--- src/rtl/reg_bus_arbiter.sv ---
// Two-requester round-robin arbiter for a shared register bus.
// Each grant issues a one-cycle read/write strobe, waits WAIT_CYCLES, then pulses done.
module reg_bus_arbiter #(
    parameter int ADDR_W      = 3,
    parameter int DATA_W      = 8,
    parameter int WAIT_CYCLES = 1
) (
    input  logic              i_clk,
    input  logic              i_rst,
    input  logic              i_req0,
    input  logic              i_req1,
    input  logic              i_we0,
    input  logic              i_we1,
    input  logic [ADDR_W-1:0] i_addr0,
    input  logic [ADDR_W-1:0] i_addr1,
    input  logic [DATA_W-1:0] i_wdata0,
    input  logic [DATA_W-1:0] i_wdata1,
    output logic              o_done0,
    output logic              o_done1,
    output logic [DATA_W-1:0] o_rdata0,
    output logic [DATA_W-1:0] o_rdata1,
    output logic              o_rd_req,
    output logic              o_wr_req,
    output logic [ADDR_W-1:0] o_rwaddr,
    output logic [DATA_W-1:0] o_wdata,
    input  logic [DATA_W-1:0] i_rdata,
    output logic              o_busy
);

    typedef enum logic [1:0] {IDLE, ACCESS, WAIT, DONE} state_t;

    localparam logic [2:0] WAIT_LOAD = 3'(WAIT_CYCLES);

    state_t            state_q, state_d;
    logic              win_q, win_d;
    logic              we_q, we_d;
    logic              last_q, last_d;
    logic [2:0]        cnt_q, cnt_d;
    logic [ADDR_W-1:0] addr_q, addr_d;
    logic [DATA_W-1:0] wdata_q, wdata_d;
    logic [DATA_W-1:0] rdata0_q, rdata0_d;
    logic [DATA_W-1:0] rdata1_q, rdata1_d;

    always_comb begin
        state_d  = state_q;
        win_d    = win_q;
        we_d     = we_q;
        last_d   = last_q;
        cnt_d    = cnt_q;
        addr_d   = addr_q;
        wdata_d  = wdata_q;
        rdata0_d = rdata0_q;
        rdata1_d = rdata1_q;

        case (state_q)
            IDLE: begin
                if (i_req0 || i_req1) begin
                    // Under contention the requester not served last wins.
                    win_d   = (i_req0 && i_req1) ? ~last_q : i_req1;
                    we_d    = win_d ? i_we1    : i_we0;
                    addr_d  = win_d ? i_addr1  : i_addr0;
                    wdata_d = win_d ? i_wdata1 : i_wdata0;
                    state_d = ACCESS;
                end
            end
            ACCESS: begin
                cnt_d   = WAIT_LOAD;
                state_d = (WAIT_CYCLES == 0) ? DONE : WAIT;
            end
            WAIT: begin
                cnt_d = cnt_q - 3'd1;
                if (cnt_q <= 3'd1) state_d = DONE;
            end
            DONE:    state_d = IDLE;
            default: state_d = IDLE;
        endcase

        if (state_d == DONE && state_q != DONE) begin
            last_d = win_q;
            if (!we_q) begin
                if (win_q) rdata1_d = i_rdata;
                else       rdata0_d = i_rdata;
            end
        end
    end

    always_ff @(posedge i_clk) begin
        if (i_rst) begin
            state_q  <= IDLE;
            win_q    <= 1'b0;
            we_q     <= 1'b0;
            last_q   <= 1'b1;
            cnt_q    <= '0;
            addr_q   <= '0;
            wdata_q  <= '0;
            rdata0_q <= '0;
            rdata1_q <= '0;
        end else begin
            state_q  <= state_d;
            win_q    <= win_d;
            we_q     <= we_d;
            last_q   <= last_d;
            cnt_q    <= cnt_d;
            addr_q   <= addr_d;
            wdata_q  <= wdata_d;
            rdata0_q <= rdata0_d;
            rdata1_q <= rdata1_d;
        end
    end

    assign o_rd_req = (state_q == ACCESS) && !we_q;
    assign o_wr_req = (state_q == ACCESS) &&  we_q;
    assign o_done0  = (state_q == DONE)   && !win_q;
    assign o_done1  = (state_q == DONE)   &&  win_q;
    assign o_busy   = (state_q != IDLE);
    assign o_rwaddr = addr_q;
    assign o_wdata  = wdata_q;
    assign o_rdata0 = rdata0_q;
    assign o_rdata1 = rdata1_q;

endmodule

--- config.mk ---
export PLATFORM = sky130hd
export DESIGN_NAME = reg_bus_arbiter
export DESIGN_NICKNAME = d
export VERILOG_FILES = /design/src/rtl/reg_bus_arbiter.sv
export SDC_FILE = /design/constraint.sdc
export NUM_CORES = 1
export LEC_CHECK = 0
export CORE_UTILIZATION = 30
export CTS_CLUSTER_SIZE = 12
export DETAILED_ROUTE_END_ITERATION = 7
export PLACE_DENSITY = 0.64
export SLEW_MARGIN = 20
export SYNTH_ARGS = -nofsm -noshare
export SYNTH_HDL_FRONTEND = slang
export SYNTH_SLANG_ARGS = --single-unit
--- constraint.sdc ---
create_clock -name i_clk -period 5.68 [get_ports i_clk]
set_clock_uncertainty 0.2 [all_clocks]
set_input_delay 1.136 -clock i_clk [delete_from_list [all_inputs] [get_ports i_clk]]
set_output_delay 1.136 -clock i_clk [all_outputs]
set_load 0.03 [all_outputs]
==> results.sh <==
export IMPL_status="finished clean"
export IMPL_p_leak_nw=0.963
export IMPL_cts_tree="yes"
export IMPL_routabilityCongestion=0.720
export IMPL_crit_path_cell_trace="inv_1, ha_1, inv_1, clkdlybuf4s50_1"
export IMPL_hpwl_mm=2.57
export IMPL_hold_viol_final=0
export IMPL_post_cts_buffers=0
export IMPL_maxSlewHeadroom=0.385
export IMPL_ys_top_cells_by_area="dfxtp_1 (42%), mux2i_1 (17%), nand2b_1 (9.4%), a211oi_1 (5.4%), ha_1 (4.5%)"
export IMPL_syn_area_um2=1660
export IMPL_drtAntennaViolNets=0
export IMPL_ys_ff_latch=35
export IMPL_r2r_cells=6
export IMPL_ctsHoldBuffers=0
export IMPL_irDropWorstVdd_v=0.000209
export IMPL_end_kind="primary output"
export IMPL_comb_power_share=0.420
export IMPL_power_switching_mw=0.321
export IMPL_grt_pass1_vias=1308
export IMPL_synth_nets=213
export IMPL_critPathRequiredTime_ns=4.34
export IMPL_crit_top_cell="inv_1"
export IMPL_cts_htree_levels=2
export IMPL_path_buf_inv=3
export IMPL_min_from="o_rdata0[7]"
export IMPL_ys_types=29
export IMPL_cts_made_buffers=5
export IMPL_n_fill_cell=535
export IMPL_wire_per_inst_um=11.6
export IMPL_worst_r2r_endpoint="o_rdata0[5]"
export IMPL_die_h_um=76.3
export IMPL_finalMaxSlewViolations=0
export IMPL_layout_setup_ws_ns=2.56
export IMPL_tightest_slew_ns=0.917
export IMPL_drive_gt1_frac=0.0588
export IMPL_rows=26
export IMPL_swShare=0.357
export IMPL_core_area_um2=5200
export IMPL_r2r_start="state_q[0]"
export IMPL_syn_to_final_growth_pct=49.3
export IMPL_start_util=0.318
export IMPL_cpPeakStageDelay_ns=0.67
export IMPL_path_max_fanout=5
export IMPL_seqCellArea_um2=701
export IMPL_routed_wl_mm=3.58
export IMPL_ctsResizeCount=0
export IMPL_p_clk_frac=0.219
export IMPL_chipWidth_um=76.3
export IMPL_numPortBuffers=67
export IMPL_crit_family="buffers and inverters"
export IMPL_cts_sinks=35
export IMPL_regToRegSetupSlack_ns=3.35
export IMPL_rsz0062_at_grt="no"
export IMPL_ys_seq_area_frac=0.423
export IMPL_fin_cells=308
export IMPL_setup_viol=0
export IMPL_p_seq_frac=0.361
export IMPL_synthArstFlopShare=0
export IMPL_grt_overflow_total=0
export IMPL_max_freq_mhz=320
export IMPL_drc=0
export IMPL_clk_pin_slew_worst_paths_ns=0.07
export IMPL_synth_top_area_frac=0.423
export IMPL_nets=279
export IMPL_cts_buffer_depth=2
export IMPL_synth_edff_count=0
export IMPL_dp_cells=300
export IMPL_diodes=0
export IMPL_synthCells=171
export IMPL_min_to="o_rdata0[7]"
export IMPL_yosysWarnings=0
export IMPL_grt_pass1_wl_mm=6.02
export IMPL_finalCriticalPeriod_ns=3.12
export IMPL_finalCritPeriodShare=0.550
export IMPL_io_pins=68
export IMPL_multi_input_area_um2=877
export IMPL_synth_top_area_cell="dfxtp_1"
export IMPL_drt_pass1_iterations=4
export IMPL_p_per_area_nw_per_um2=363
export IMPL_tns_ns=0
export IMPL_dieArea_um2=5820
export IMPL_hold_depth=2
export IMPL_cap_viol_max_count=0
export IMPL_clk_latency_ns=0.28
export IMPL_place_ws_ns=2.49
export IMPL_synth_top_flop_cell="dfxtp_1"
export IMPL_antenna_found_initial=0
export IMPL_syn_avg_cell_area_um2=9.69
export IMPL_worstPathArrival_ns=1.79
export IMPL_grt_start_max_net_pins=44
export IMPL_power_mw=0.897
export IMPL_grt_usage=0.130
export IMPL_crit_type="register to primary output"
export IMPL_vias=1366
export IMPL_cp_startpoint="state_q[0]"
export IMPL_worstSetupStartpointType="register"
export IMPL_slowest_stage="clkdlybuf4s50_1"
export IMPL_drt_iter0_drc=40
export IMPL_viasPerCell=4.44
export IMPL_cell_internal_pwr_mw=0.576
export IMPL_worstHoldPathType="register to register"
export IMPL_ctsRootBufferMaster="clkbuf_8"
export IMPL_whs_ns=0.272
==> layout by cell type (no fill, tap or decap) <==
| cell | netlist | layout |
|---|---|---|
| clkdlybuf4s50_1 | 0 | 67 |
| dfxtp_1 | 35 | 35 |
| mux2i_1 | 28 | 28 |
| nand2b_1 | 25 | 25 |
| nor2_1 | 17 | 17 |
| a211oi_1 | 12 | 12 |
| clkbuf_8 | 0 | 7 |
| inv_1 | 6 | 6 |
| nor2b_1 | 6 | 6 |
| ha_1 | 6 | 6 |
| nand2_1 | 4 | 4 |
| a21oi_1 | 3 | 3 |
| and2_1 | 2 | 2 |
| nand3_1 | 2 | 2 |
| o21ai_0 | 2 | 2 |
| buf_4 | 3 | 2 |
| or3_4 | 1 | 1 |
| and4bb_2 | 1 | 1 |
| o21bai_1 | 1 | 1 |
| a32oi_1 | 1 | 1 |
| nor3_1 | 1 | 1 |
| nand3b_1 | 1 | 1 |
| a32o_2 | 1 | 1 |
| and2_4 | 1 | 1 |
| o22ai_1 | 1 | 1 |
| a21boi_2 | 1 | 1 |
| and2_0 | 1 | 1 |
| a211o_1 | 1 | 1 |
| or3_1 | 1 | 1 |
| clkbuf_1 | 6 | 1 |
==> flip-flops by register name, summed over array words and instances, names as in the netlist <==
| name | count |
|---|---|
| o_rdata0 | 8 |
| o_rdata1 | 8 |
| o_wdata | 8 |
| cnt_q | 3 |
| o_rwaddr | 3 |
| state_q | 2 |
| last_q | 1 |
| we_q | 1 |
| win_q | 1 |
==> worst max-delay path by stage <==
| stage | to | cells after the start |
|---|---|---|
| 6_report | o_busy | 4 |
| 5_1_grt | o_busy | 4 |
| 4_1_cts | o_busy | 4 |
| 3_5_place_dp | we_q | 4 |
| 3_3_place_gp | we_q | 4 |
| 2_1_floorplan | last_q | 4 |
==> cell usage after synthesis, drive strengths merged (2+ instances only) <==
cell	number
buf	4
a21oi	3
o21ai	2
inv	6
mux2i	28
a211oi	12
nor2	17
nand3	2
clkbuf	6
and2	4
nand2b	25
nand2	4
or3	2
nor2b	6
dfxtp	35
ha	6
==> layout make-up <==
type	instances	area share
Timing Repair Buffer	69	0.277
Sequential cell	35	0.283
Tap cell	70	0.0354
Inverter	6	0.00910
Multi-Input combinational cell	120	0.355
Clock buffer	8	0.0405
==> power groups by stage <==
stage | registers (mW) | clock network (mW) | logic [mW]
floorplan | 0.391 | 0 | 0.185
global placement | 0.330 | 0 | 0.377
finish | 0.324 | 0.196 | 0.376
CTS | 0.324 | 0.205 | 0.381
detailed placement | 0.329 | 0 | 0.379
global route | 0.332 | 0.215 | 0.408
==> worst min-delay path, cell delays in order (launching register included) <==
cell      delay [ns]
dfxtp_1         0.31
nand2b_1        0.06
mux2i_1         0.06
==> routing by layer <==
metal | vias up | GRT usage | part of all wire
met5 | - | 0 | 0
met4 | 0 | 0.0462 | 0.015
met3 | 5 | 0.0419 | 0.053
met2 | 37 | 0.215 | 0.47
met1 | 606 | 0.156 | 0.47
li1 | 718 | - | -
==> metrics by stage <==
step	area, um^2	utilization
floorplan	1660	-
CTS	2470	0.475
detailed placement	2370	0.456
finish	2470	0.475
global route	2470	0.475
global placement	2370	0.456
==> kinds of logic after synthesis <==
family          Yosys count  synth area share
compound gates           23             0.102
fa+ha+maj                 6            0.0453
buf+inv                  16            0.0476
flops                    35             0.423
mux                      28             0.169
simple gates             63             0.213
No activity file was read; power rests on OpenSTA's default activity.
